`config.mk`:
```
export PLATFORM = sky130hd
export DESIGN_NAME = rcs_seq_ctrl
export DESIGN_NICKNAME = d
export VERILOG_FILES = /design/src/rtl/rcs_seq_ctrl.sv
export SDC_FILE = /design/constraint.sdc
export NUM_CORES = 1
export LEC_CHECK = 0
export BUFFER_PORTS_ARGS = -buffer_cell sky130_fd_sc_hd__buf_4
export CORE_ASPECT_RATIO = 0.6
export CORE_MARGIN = 2
export CORE_UTILIZATION = 45
export DETAILED_ROUTE_END_ITERATION = 10
export PLACE_DENSITY = 0.71
export RECOVER_POWER = 50
export REMOVE_ABC_BUFFERS = 1
export SLEW_MARGIN = 10
export SYNTH_ARGS = -nofsm -noshare
export SYNTH_HDL_FRONTEND = slang
export SYNTH_SLANG_ARGS = --single-unit
```
`constraint.sdc`:
```
create_clock -name clk -period 3.4 [get_ports clk]
set_clock_uncertainty 0.15 [all_clocks]
set_input_delay 0.51 -clock clk [delete_from_list [all_inputs] [get_ports clk]]
set_output_delay 0.51 -clock clk [all_outputs]
set_load 0.01 [all_outputs]
```
`src/rtl/rcs_seq_ctrl.sv`:
```
// rcs_seq_ctrl: word-serial multi-word subtractor (a - b) built from one 16-bit slice.
// Ports: clk, rst (sync, active-high), start, a, b -> busy, done, diff, borrow, ovf.
// Define RCS_SEQ_CTRL_OVF_EN to enable signed overflow; otherwise ovf is tied to 0.
module rcs_seq_ctrl #(
  parameter int WORDS = 4
) (
  input  logic                  clk,
  input  logic                  rst,
  input  logic                  start,
  input  logic [16*WORDS-1:0]   a,
  input  logic [16*WORDS-1:0]   b,
  output logic                  busy,
  output logic                  done,
  output logic [16*WORDS-1:0]   diff,
  output logic                  borrow,
  output logic                  ovf
);

  localparam int W  = 16 * WORDS;
  localparam int IW = $clog2(WORDS) + 1;

  typedef enum logic [1:0] {
    S_IDLE,
    S_RUN,
    S_DONE
  } state_t;

  state_t          state_q, state_d;
  logic [IW-1:0]   idx_q, idx_d;
  logic            carry_q, carry_d;
  logic [W-1:0]    a_q, a_d;
  logic [W-1:0]    b_q, b_d;
  logic [W-1:0]    diff_q, diff_d;
  logic            borrow_q, borrow_d;

  logic [15:0]     a_w, b_w;
  logic [16:0]     sum;
  logic            last;

  // Select the current word from the latched operands.
  always_comb begin
    a_w = '0;
    b_w = '0;
    for (int i = 0; i < WORDS; i++) begin
      if (idx_q == IW'(i)) begin
        a_w = a_q[16*i +: 16];
        b_w = b_q[16*i +: 16];
      end
    end
  end

  // Subtract as a + ~b + cin; carry out of 1 means no borrow.
  assign sum  = {1'b0, a_w} + {1'b0, ~b_w} + {16'b0, carry_q};
  assign last = (idx_q == IW'(WORDS - 1));

  always_comb begin
    state_d  = state_q;
    idx_d    = idx_q;
    carry_d  = carry_q;
    a_d      = a_q;
    b_d      = b_q;
    diff_d   = diff_q;
    borrow_d = borrow_q;
    unique case (state_q)
      S_IDLE, S_DONE: begin
        if (start) begin
          a_d     = a;
          b_d     = b;
          idx_d   = '0;
          carry_d = 1'b1;
          state_d = S_RUN;
        end else if (state_q == S_DONE) begin
          state_d = S_IDLE;
        end
      end
      S_RUN: begin
        for (int i = 0; i < WORDS; i++) begin
          if (idx_q == IW'(i)) diff_d[16*i +: 16] = sum[15:0];
        end
        carry_d = sum[16];
        idx_d   = idx_q + IW'(1);
        if (last) begin
          borrow_d = ~sum[16];
          state_d  = S_DONE;
        end
      end
      default: state_d = S_IDLE;
    endcase
  end

  always_ff @(posedge clk) begin
    if (rst) begin
      state_q  <= S_IDLE;
      idx_q    <= '0;
      carry_q  <= 1'b1;
      a_q      <= '0;
      b_q      <= '0;
      diff_q   <= '0;
      borrow_q <= 1'b0;
    end else begin
      state_q  <= state_d;
      idx_q    <= idx_d;
      carry_q  <= carry_d;
      a_q      <= a_d;
      b_q      <= b_d;
      diff_q   <= diff_d;
      borrow_q <= borrow_d;
    end
  end

`ifdef RCS_SEQ_CTRL_OVF_EN
  logic ovf_q, ovf_d;

  // Captured with the top word so it is valid on DONE entry.
  always_comb begin
    ovf_d = ovf_q;
    if (state_q == S_RUN && last) begin
      ovf_d = (a_q[W-1] != b_q[W-1]) && (sum[15] != a_q[W-1]);
    end
  end

  always_ff @(posedge clk) begin
    if (rst) ovf_q <= 1'b0;
    else     ovf_q <= ovf_d;
  end

  assign ovf = ovf_q;
`else
  assign ovf = 1'b0;
`endif

  assign busy   = (state_q == S_RUN);
  assign done   = (state_q == S_DONE);
  assign diff   = diff_q;
  assign borrow = borrow_q;

endmodule

```
[Word level (Yosys, flattened, before mapping)]
Cells that the tools add are included.
Word-level totals
  bits in registers: 199
  input port bits: 131
  output and inout port bits: 68
  logic and storage cells: 50
Operators by class
  add/sub/neg operators: 3
  eq/ne operators: 8
  muxes and demuxes: 16
  bitwise logic cells: 2
  reduce and logical (&&, ||, !) cells: 11
Operators by type and width (count)
  $mux 16: 8
  $add 16x16->17: 1
  $add 17x1->17: 1
  $not 16->16: 1
  $reduce_and 2->1: 7
  $eq 3x2->1 const B: 2
  $mux 2: 3
  $pmux 3 s2: 1
  $pmux 2 s2: 1
  $add 3x1->3 const B: 1
  $eq 3x1->1 const B: 1
  $logic_not 3->1: 1
  $mux 3: 1
  $ne 3x3->1 const B: 1
  $eq 2x1->1 const B: 1
  $eq 2x2->1 const B: 1
  $logic_not 2->1: 1
  $ne 2x1->1 const B: 1
  $ne 2x2->1 const B: 1
  $pmux 1 s2: 1
  $reduce_bool 2->1: 1
  $reduce_or 2->1: 1
  $mux 1: 1
  $not 1->1: 1

[Depth between registers and ports, before layout]
Gate-level depths: netlist of run 1.
  depth after elaboration: 9
  depth in mapped cells: 18
  depth with buffers taken out: 16

[Worst setup path before layout of run 1]
OpenSTA, ideal clock, no wires.
  kind: reg-to-reg
  from: register idx_q[0]
  to: register diff_q[14] (netlist: diff[14])
  library setup time: 138 ps
  data arrival time: 3398 ps
  required time: 3112 ps
  setup slack: -286 ps
  cell stages (with the launch flop): 17
  clock period less this slack: 3686 ps
  cell sequence: dfxtp_1 inv_1 ha_1 nand2_1 clkbuf_1 clkbuf_1 nor2_1 a211oi_1 a21oi_1 fa_1 fa_1 nand2b_1 a21oi_4 o211ai_4 o211ai_2 xnor2_1 a211oi_1
Between the ends
  longest elaborated chain between the ends: 8
  elaborated cells between the ends (all ways): 16
RTL lines
  start, declared: line 29  | logic [IW-1:0] idx_q, idx_d;
  start signal, assigned: line 102  | idx_q <= idx_d;
  $logic_not 3->1: line 45, 78
  $mux 16 (4 in series): line 45  | if (idx_q == IW'(i)) begin
  $not 16->16: line 53  | assign sum = {1'b0, a_w} + {1'b0, ~b_w} + {16'b0, carry_q};
  $add 16x16->17: line 53
  $add 17x1->17: line 53
  end signal, assigned: line 106  | diff_q <= diff_d;
  end, declared: line 33  | logic [W-1:0] diff_q, diff_d;
Parallel ways exist; a longest one is shown, timed or not.
A chain may end at the register's enable or synchronous reset.

[Final worst setup path of run 1]
  from: register idx_q[0]
  to: register diff_q[12] (netlist: diff[12])
Same word-level chain as after synthesis.

==> results.py, run 1 <==
metrics = {
    "setup_path": {
        "path_cells": "inv_4 -> ha_4 -> nand2b_4 -> nor2_4 -> buf_12 -> buf_6 -> a22oi_1 -> a211oi_2 -> a21oi_1 -> ha_1 -> a21o_1 -> a211o_1 -> a41o_1 -> a211oi_4 -> nand2_1 -> a21oi_2",
        "crit_slowest_cell": "dfxtp_4",
        "arrival_ns": 3.63,
        "r2r_slack_ns": -0.005,
        "cp_max_fo": 5,
        "start_kind": "flop",
        "cp.buffers_inverters": 3,
        "cp.required_ns": 3.62,
        "cp-end-kind": "flop",
        "worstSetupPathType": "reg -> reg",
        "cp_top_family": "compound AO/OA/AOI/OAI gates",
        "critical_path.max_stage_delay_ns": 0.37,
    },
    "synthesis": {
        "synth_top_cell_by_area": "dfxtp_1",
        "synth_seq_cells": 199,
        "ys_warn_count": 0,
        "netlist-cell-type-count": 55,
        "synth_compound_area_share_pct": 22.70,
        "muxShareOfSynthArea_pct": 0,
        "async_flop_share_pct": 0,
        "ys.flop_type": "dfxtp_1",
        "synth-simple-area-share_pct": 22.43,
        "yosysTopAreaCellShare_pct": 45.25,
        "avgSynthCellArea_um2": 7.682,
        "synth_top_family_by_area": "compound AO/OA/AOI/OAI gates",
        "syn_inst": 1146,
        "yosys.area_share.adder_pct": 3.297,
        "synth_xor_area_share_pct": 0.8954,
        "synth_edf_count": 0,
        "synthesis.area_um2": 8803,
        "ys_seq_area_share_pct": 45.25,
        "synth.area.top_cells": "dfxtp_1, nand2_1, a21oi_1, clkbuf_1, ha_1",
    },
    "power_and_ir_drop": {
        "p_total_mw": 6.286,
        "leakage_nw": 4.526,
        "p_per_area_nw_per_um2": 553.5,
        "peakVddDrop_uv": 422.2,
    },
    "die": {
        "start_util_pct": 46.14,
        "die-area_um2": 20730,
        "die_h_um": 112.3,
        "die_w_um": 184.6,
        "rows": 39,
        "io_pins": 199,
        "core_area_um2": 19080,
    },
    "drt": {
        "remaining_drc_errors": 0,
        "vias": 8547,
        "wl_um": 25540,
        "dr.pass1.iters": 5,
        "drtIter0Drc": 646,
        "viasPerCell": 5.302,
        "drtAntennaViolNets": 0,
        "wl_per_cell_um": 15.84,
    },
    "placed_design": {
        "io_buffers": 197,
        "dp_hpwl_um": 17900,
        "gp_congestion": 0.8714,
        "place_ws_ns": -0.2121,
    },
    "layout": {
        "fin_nets": 1486,
        "fill_cells": 1824,
        "final_util_pct": 59.53,
        "synthToLayoutAreaGrowth_pct": 29.01,
        "multi_input_area_um2": 4598,
        "antenna_cells": 0,
        "regArea_um2": 3989,
        "drive_above_1_share_pct": 21.55,
    },
    "clocking": {
        "clkSinkCount": 199,
        "cts_tree": "built",
        "clk_pin_slew_ns": 0.07,
        "cts_root_buf": "clkbuf_16",
        "worst_skew_pair.late_latency_ns": 0.44,
        "cts_buffer_depth": 2,
        "numCtsBuffers": 17,
        "holdBufCountCts": 0,
        "cts_htree_levels": 4,
    },
    "global_route": {
        "antenna_found_initial": 0,
        "first_global_vias": 7995,
        "overflow": 0,
        "grt_max_degree": 112,
        "grt_util_all_layers_pct": 24.64,
        "grt_pass1_wl_um": 40460,
    },
    "sta": {
        "rsz0062_at_grt": "true",
        "setup_ws_ns": -0.004518,
        "min_period_ns": 3.405,
        "hold_viol": 0,
        "fmax_ghz": 0.2937,
        "relSlewSlack_pct": 9.365,
        "drv_slew": 0,
        "timing.final.crit_share_pct": 100.1,
        "setup_viol": 1,
        "worst_pin_slew_ns": 1.360,
        "fin_setup_tns_ns": -0.004518,
    },
    "min_path": {
        "hold_path.class": "in -> reg",
    },
    "run": {
        "cap_viol_max_count": 0,
    },
    "status": {
        "violations": "negative setup slack",
        "status": "complete, but fails checks",
    },
}
-- cell usage in the layout, fill, tap and decap left out, types with 3 or more instances in the layout --
cell        synthesis  layout
nand2_1           372     371
dfxtp_1           199     197
a21oi_1           191     186
buf_4               4     181
clkbuf_1           69      65
nor2_1             49      46
a22oi_1            33      32
o21ai_0            45      31
a211oi_1           29      21
nand3b_1           17      17
clkbuf_16           0      17
o21ai_1             6      16
ha_1               20      13
a211oi_2            3       9
a21oi_2             4       9
inv_1               9       7
nand3_1             7       7
buf_12              0       7
nor3_1              6       6
a21o_1              5       5
nand2b_1            8       5
and2_1              4       4
o21ai_2             0       4
xnor2_1             6       4
ha_2                0       4
clkinv_2            0       4
inv_6               0       4
and3_1              3       3
a211o_1             3       3
xor2_1              3       3
ha_4                0       3
bufinv_16           0       3
clkinvlp_4          0       3
buf_6               4       3
-- registers in the layout (all words and copies together) (netlist names) --
register	flops
carry_q	1
a_q	64
idx_q	3
state_q	2
b_q	64
diff	64
borrow	1
-- timing repair --
item,in CTS,in global routing
buffers inserted,2,4
gates resized for setup,18,51
pin swaps,6,13
setup endpoints to repair,34,44
-- through the flow --
step	cells	hold WS (ns)	instance area (um^2)
after detailed placement	1574	0.2934	10710
final	1612	0.1558	11360
after floorplan	1057	0.2771	8363
after CTS	1608	0.1485	11400
after global placement	1574	0.2888	10710
after global routing	1612	0.1524	11360
-- final cells by class --
type / count / share of cell area (%)
Clock buffer: 18 / 3.867
Clock inverter: 14 / 1.476
Inverter: 9 / 0.3415
Multi-Input combinational cell: 849 / 40.49
Sequential cell: 199 / 35.12
Tap cell: 266 / 2.930
Timing Repair Buffer: 257 / 15.78
-- cell usage after synthesis, types with 5 or more instances --
cell type  count
nand2_1      372
a21oi_1      191
o21ai_1        6
a21o_1         5
xnor2_1        6
a211oi_1      29
nor2_1        49
buf_1          5
ha_1          20
nand2b_1       8
dfxtp_1      199
nand3b_1      17
inv_1          9
nor3_1         6
a22oi_1       33
o21ai_0       45
clkbuf_1      69
nand3_1        7
clkbuf_8       6
-- power by group --
part,internal (mW),switching [mW],leakage [nW],total (mW)
Sequential,2.47,0.0756,1.63,2.54
Combinational,0.712,0.926,2.61,1.64
Clock,1.18,0.925,0.293,2.11
Total,4.36,1.93,4.53,6.29
-- final timing paths --
path | from | end | depth (start not counted)
worst min-delay path | a[2] | a_q[2] | 3
worst max register to register | idx_q[0] | diff[12] | 16
worst min register to register | a_q[42] | a_q[42] | 2
worst max-delay path | idx_q[0] | diff[12] | 16
-- worst register-to-register path, delay by kind of cell (launching register included) --
| family | cells | cell delay (ns) |
|---|---|---|
| fa+ha+maj | 2 | 0.51 |
| buf+inv | 3 | 0.34 |
| compound gates | 8 | 1.63 |
| simple gates | 3 | 0.35 |
| flops | 1 | 0.37 |
-- layer usage --
layer  global-route usage, %  up-vias  wire [um]
li1                        -     4235          -
met1                   36.06     3976      12280
met2                   36.49      314      10960
met3                   5.483       22       2052
met4                   6.613        0        250
met5                       0        -          0
-- logic make-up (layout without fill, tap and decap cells) --
family                     count (synthesis)  in the layout
DFF                                      199            199
AOI/OAI and AO/OA                        337            337
xor gates and xnor gates                   9              9
and+or+nand+nor                          480            480
other                                      1              1
buffers and inverters                     98            298
adders and majority gates                 22             22
No activity file was read; power rests on OpenSTA's default activity.
==> inputs of run 2 (changes only) <==
--- a/config.mk
+++ b/config.mk
@@ -5,12 +5,13 @@
 export SDC_FILE = /design/constraint.sdc
 export NUM_CORES = 1
 export LEC_CHECK = 0
+export ABC_AREA = 1
 export BUFFER_PORTS_ARGS = -buffer_cell sky130_fd_sc_hd__buf_4
 export CORE_ASPECT_RATIO = 0.6
 export CORE_MARGIN = 2
 export CORE_UTILIZATION = 45
 export DETAILED_ROUTE_END_ITERATION = 10
-export PLACE_DENSITY = 0.71
+export PLACE_DENSITY = 0.73
 export RECOVER_POWER = 50
 export REMOVE_ABC_BUFFERS = 1
 export SLEW_MARGIN = 10
==> run 2 against run 1 <==
The run ends with max-capacitance violations, max-slew violations left. Cell count up 11%. Setup slack better by 0.27 ns. Combinational power is 5% higher. Utilization fell by 3.2 points. Clock-buffer cell count increased by 2. Power up 4.1%. Synthesized cell count is 18% higher. Sequential share of layout area is essentially flat. Via count increased by 4.7%. Register-to-register slack better by 0.27 ns.
==> results.py, run 2 <==
metrics = {
    "status": {
        "status": "complete, but fails checks",
        "violations": "max-capacitance violations, max-slew violations",
    },
    "synthesis": {
        "ys_warn_count": 0,
        "netlist-cell-type-count": 37,
        "async_flop_share_pct": 0,
        "ys.flop_type": "dfxtp_1",
        "synth_edf_count": 0,
        "synth_seq_cells": 199,
        "synth_top_cell_by_area": "dfxtp_1",
        "avgSynthCellArea_um2": 6.893,
        "yosys-top-cells-count": "nor2_1, dfxtp_1, o21ai_0",
        "ys_seq_area_share_pct": 42.88,
        "synth.area.top_cells": "dfxtp_1, nor2_1, o21ai_0, nand2_1, nand3_1",
        "synthesis.area_um2": 9291,
        "yosysMostFrequentCell": "nor2_1",
        "syn_inst": 1348,
        "yosysTopAreaCellShare_pct": 42.88,
    },
    "sta": {
        "fmax_ghz": 0.3185,
        "relSlewSlack_pct": -34.87,
        "min_period_ns": 3.139,
        "setup_viol": 0,
        "setup_ws_ns": 0.2606,
        "worst_pin_slew_ns": 2.023,
        "timing.final.crit_share_pct": 92.34,
        "hold_viol": 0,
        "rsz0062_at_grt": "false",
        "drv_slew": 78,
    },
    "drt": {
        "wl_per_cell_um": 14.33,
        "dr_wl_met2_um": 10680,
        "drtAntennaViolNets": 0,
        "remaining_drc_errors": 0,
        "wl_met3_um": 2261,
        "wl_um": 25580,
        "wl_met1_um": 12430,
        "drtIter0Drc": 635,
        "vias": 8947,
        "maxUsedRoutingLayer": "met4",
        "dr.pass1.iters": 5,
        "viasPerCell": 5.012,
    },
    "layout": {
        "antenna_cells": 0,
        "instances_no_fill": 1785,
        "fill_cells": 2018,
        "fin_nets": 1652,
        "synthToLayoutAreaGrowth_pct": 22.06,
        "final_common_cell": "nor2_1",
        "mostFrequentLayoutCells": "nor2_1, dfxtp_1, o21ai_0",
        "drive_above_1_share_pct": 14.81,
    },
    "global_route": {
        "grt_util_all_layers_pct": 23.97,
        "overflow": 0,
        "antenna_found_initial": 0,
        "grt_pass1_wl_um": 41670,
        "grt_max_degree": 86,
        "first_global_vias": 8334,
    },
    "setup_path": {
        "r2r_slack_ns": 0.26,
        "rr_startpoint": "idx_q[0]",
        "r2r_end": "diff[63]",
        "cp-endpoint": "diff[63]",
        "arrival_ns": 3.33,
        "crit_slowest_cell": "dfxtp_1",
        "cp_common_cell": "nand2_2",
        "critical_path.max_stage_delay_ns": 0.40,
        "cp_max_fo": 20,
        "crit_path_start": "idx_q[0]",
        "cp.required_ns": 3.59,
        "start_kind": "flop",
        "path_cells": "inv_1 -> ha_1 -> nand2_2 -> inv_6 -> buf_12 -> nand3_1 -> nand3_1 -> o21ai_0 -> nor2_1 -> a21oi_1 -> ha_1 -> nand2_2 -> inv_1 -> nand2_1 -> nand2_1 -> a21oi_1 -> nand2_2 -> nand2_2 -> nand3_1 -> nand2_1 -> inv_1",
        "worstSetupPathType": "reg -> reg",
        "cp-end-kind": "flop",
        "reg2reg_depth": 21,
    },
    "run": {
        "cap_viol_max_count": 1,
    },
    "power_and_ir_drop": {
        "leakage_nw": 5.394,
        "p_per_area_nw_per_um2": 577.1,
        "peakVddDrop_uv": 368.7,
    },
    "die": {
        "io_pins": 199,
        "die_w_um": 189.5,
        "die-area_um2": 21850,
        "core_area_um2": 20120,
        "die_h_um": 115.3,
        "rows": 40,
        "start_util_pct": 46.18,
    },
    "placed_design": {
        "io_buffers": 197,
        "dp_hpwl_um": 18250,
        "placed_cells_incl_taps": 1751,
        "gp_congestion": 0.9111,
        "place_ws_ns": 0.04954,
    },
    "clocking": {
        "worst_skew_pair.late_latency_ns": 0.44,
        "cts_tree": "built",
        "cts_root_buf": "clkbuf_16",
        "cts_buffer_depth": 2,
        "clk_pin_slew_ns": 0.07,
        "clkSinkCount": 199,
        "cts_htree_levels": 4,
        "numCtsBuffers": 17,
    },
    "min_path": {
        "hold_start": "a[31]",
        "hold_path.class": "in -> reg",
    },
}
## run 2: timing repair
item                                    CTS  global route
hold buffers                              0             0
buffers inserted                          0             2
endpoints found under the setup margin    0            44
gates resized for setup                   0            17
endpoints found under the hold margin     0             0
## run 2: routing by layer
| metal | global-route usage (%) | vias to the layer above |
|---|---|---|
| met2 | 36.34 | 320 |
| met3 | 6.380 | 12 |
| met5 | 0 | - |
| li1 | - | 4599 |
| met4 | 5.633 | 0 |
| met1 | 34.11 | 4016 |
## run 2: power breakdown
group / internal, mW / switching, mW / leakage, nW / total (mW)
sequential: 2.50 / 0.0882 / 1.64 / 2.59
clock: 1.33 / 0.901 / 0.314 / 2.23
combinational: 0.604 / 1.12 / 3.44 / 1.73
## run 2: how the worst min path moves through the flow
| stage | cells after the start | end | slack [ns] |
|---|---|---|---|
| floorplan | 2 | a_q[33] | 0.28 |
| global placement | 2 | b_q[33] | 0.29 |
| detailed placement | 2 | a_q[33] | 0.30 |
| CTS | 3 | a_q[4] | 0.15 |
| global route | 3 | b_q[11] | 0.17 |
| finish | 3 | a_q[31] | 0.17 |
## run 2: area by class of cell
cell class | instances | area (um^2) | area share, %
clock buffer | 20 | 446.7 | 3.939
clock inverter | 12 | 198.9 | 1.754
inverter | 121 | 461.7 | 4.071
multi-input combinational | 946 | 4477 | 39.47
sequential | 199 | 3985 | 35.14
tap | 273 | 341.6 | 3.012
timing repair buffer | 214 | 1430 | 12.61
## run 2: metrics by stage
| stage | hold WS [ns] | power [mW] | utilization, % | TNS, ns | cell area, um^2 |
|---|---|---|---|---|---|
| floorplan | 0.2766 | 3.742 | - | -7.313 | 8897 |
| global placement | 0.2892 | 4.307 | 54.20 | 0 | 10910 |
| detailed placement | 0.2999 | 4.336 | 54.20 | 0 | 10910 |
| CTS | 0.1514 | 6.559 | 57.41 | 0 | 11550 |
| global route | 0.1656 | 6.920 | 56.37 | 0 | 11340 |
| finish | 0.1680 | 6.544 | 56.37 | 0 | 11340 |
## run 2: cells by family (layout without fill, tap and decap cells)
| group | count (synthesis) | after routing | synth area share, % |
|---|---|---|---|
| AOI/OAI and AO/OA | 274 | 274 | 15.38 |
| xor gates and xnor gates | 5 | 5 | 0.5522 |
| adders and majority gates | 22 | 22 | 3.124 |
| buffers and inverters | 203 | 367 | 9.130 |
| DFF | 199 | 199 | 42.88 |
| other | 1 | 1 | 0.04036 |
| and+or+nand+nor | 644 | 644 | 28.90 |
## run 2: critical path, delay by kind of cell (launching register included)
kind,cells,cell delay (ns)
buf+inv,5,0.43
simple gates,11,0.96
compound gates,3,0.53
fa+ha+maj,2,0.55
flops,1,0.40
==> inputs of run 3 (changes only) <==
--- a/config.mk
+++ b/config.mk
@@ -12,7 +12,7 @@
 export CORE_UTILIZATION = 45
 export DETAILED_ROUTE_END_ITERATION = 10
 export PLACE_DENSITY = 0.73
-export RECOVER_POWER = 50
+export RECOVER_POWER = 100
 export REMOVE_ABC_BUFFERS = 1
 export SLEW_MARGIN = 10
 export SYNTH_ARGS = -nofsm -noshare
==> run 3 against run 2 <==
The flow still finishes with violations (max-capacitance violations, max-slew violations). Utilization fell by 0.11 points. Routed wire length barely moved. Sequential power barely moved. First-iteration DRC count rose by 2.2%. Non-clock buffer count did not move. Hold slack got worse by 0.0019 ns. Via count barely moved. Sequential cell count did not move. Combinational power barely moved. Critical path type unchanged. Highest routed layer unchanged.
==> results.py, run 3 (same netlist as run 2, synthesis figures left out) <==
metrics = {
    "status": {
        "status": "complete, but fails checks",
        "violations": "max-capacitance violations, max-slew violations",
    },
    "clocking": {
        "cts_htree_levels": 4,
        "cts_root_buf": "clkbuf_16",
        "clkSinkCount": 199,
        "cts_buffer_depth": 2,
        "clk_pin_slew_ns": 0.07,
        "holdBufCountCts": 0,
        "worst_skew_pair.late_latency_ns": 0.44,
        "cts_tree": "built",
        "numCtsBuffers": 17,
    },
    "sta": {
        "timing.final.crit_share_pct": 92.55,
        "drv_slew": 78,
        "fmax_ghz": 0.3178,
        "setup_viol": 0,
        "relSlewSlack_pct": -33.30,
        "worst_pin_slew_ns": 2.000,
        "holdWs_ns": 0.1661,
        "hold_viol": 0,
        "min_period_ns": 3.147,
        "fin_setup_tns_ns": 0,
        "setup_ws_ns": 0.2532,
        "rsz0062_at_grt": "false",
    },
    "setup_path": {
        "path_cells": "inv_1 -> ha_1 -> nand2_4 -> buf_4 -> nand3_1 -> o21ai_0 -> o21ai_1 -> ha_1 -> nand2_1 -> nand2_1 -> clkinv_1 -> nand2_1 -> xor2_1 -> o21ai_0 -> inv_1",
        "critical_path.max_stage_delay_ns": 0.54,
        "cp-end-kind": "flop",
        "worstSetupPathType": "reg -> reg",
        "cp.required_ns": 3.64,
        "cp_max_fo": 19,
        "arrival_ns": 3.38,
        "start_kind": "flop",
        "cp_top_family": "adder cells",
        "cp.buffers_inverters": 4,
        "r2r_slack_ns": 0.25,
        "cp_common_cell": "nand2_1",
        "crit_slowest_cell": "xor2_1",
    },
    "power_and_ir_drop": {
        "p_per_area_nw_per_um2": 576.9,
        "p_total_mw": 6.529,
        "peakVddDrop_uv": 371.4,
        "leakage_nw": 5.387,
    },
    "layout": {
        "final_common_cell": "nor2_1",
        "stdcell_area_um2": 11320,
        "multi_input_area_um2": 4454,
        "drive_above_1_share_pct": 14.29,
        "fin_nets": 1652,
        "fill_cells": 2023,
        "antenna_cells": 0,
        "regArea_um2": 3985,
        "synthToLayoutAreaGrowth_pct": 21.82,
        "mostFrequentLayoutCells": "nor2_1, dfxtp_1, o21ai_0",
    },
    "die": {
        "io_pins": 199,
        "start_util_pct": 46.18,
        "die_h_um": 115.3,
        "rows": 40,
        "die_w_um": 189.5,
        "die-area_um2": 21850,
        "core_area_um2": 20120,
    },
    "drt": {
        "wl_um": 25570,
        "dr.pass1.iters": 5,
        "drtIter0Drc": 649,
        "vias": 8953,
        "drtAntennaViolNets": 0,
        "remaining_drc_errors": 0,
        "viasPerCell": 5.016,
        "wl_per_cell_um": 14.33,
    },
    "placed_design": {
        "gp_congestion": 0.9111,
        "io_buffers": 197,
        "place_ws_ns": 0.04954,
        "dpl_cell_area_um2": 10910,
        "dp_hpwl_um": 18250,
    },
    "global_route": {
        "first_global_vias": 8334,
        "overflow": 0,
        "grt_util_all_layers_pct": 23.97,
        "grt_max_degree": 86,
        "grt_pass1_wl_um": 41670,
        "antenna_found_initial": 0,
    },
    "run": {
        "cap_viol_max_count": 1,
    },
    "min_path": {
        "hold_path.class": "in -> reg",
    },
}
-- run 3: report_power, final --
| group | total (mW) | internal, mW | switching (mW) |
|---|---|---|---|
| clock network | 2.23 | 1.33 | 0.907 |
| logic | 1.70 | 0.595 | 1.11 |
| registers | 2.59 | 2.50 | 0.0883 |
| total | 6.53 | 4.42 | 2.10 |
-- run 3: final cells by class --
type / instances / area share, %
Tap cell: 273 / 3.018
Clock buffer: 20 / 3.946
Multi-Input combinational cell: 946 / 39.35
Inverter: 121 / 4.079
Sequential cell: 199 / 35.21
Clock inverter: 12 / 1.758
Timing Repair Buffer: 214 / 12.64
-- run 3: repair_timing --
| item | CTS | global route |
|---|---|---|
| hold endpoints to repair | 0 | 0 |
| setup buffers | 0 | 2 |
| setup endpoints to repair | 0 | 44 |
| gates resized for setup | 0 | 17 |
-- run 3: worst reg2reg max path, delay by kind of cell (launching register included) --
family | cells | cell delay (ns)
xor gates and xnor gates | 1 | 0.54
adders and majority gates | 2 | 0.65
and+or+nand+nor | 5 | 0.50
AOI/OAI and AO/OA | 3 | 0.38
buffers and inverters | 4 | 0.46
DFF | 1 | 0.40
-- run 3: per-stage QoR --
step / util [%] / cells
after global routing: 56.26 / 1785
after CTS: 57.41 / 1783
final: 56.26 / 1785
after floorplan: - / 1266
after detailed placement: 54.20 / 1751
after global placement: 54.20 / 1751
-- run 3: per-layer routing --
metal	up-vias	global-route usage (%)	part of all wire, %	routed length, um
met5	-	0	0	0
met4	0	5.633	0.86	221
met3	17	6.380	9.0	2310
met2	333	36.34	42	10650
met1	4006	34.11	48	12390
li1	4597	-	-	-
-- run 3: final timing paths --
check	to	cells past startpoint	from
setup / recovery	diff[35]	15	idx_q[0]
hold / removal	b_q[5]	3	b[5]
setup reg to reg	diff[35]	15	idx_q[0]
hold reg to reg	a_q[33]	2	a_q[33]
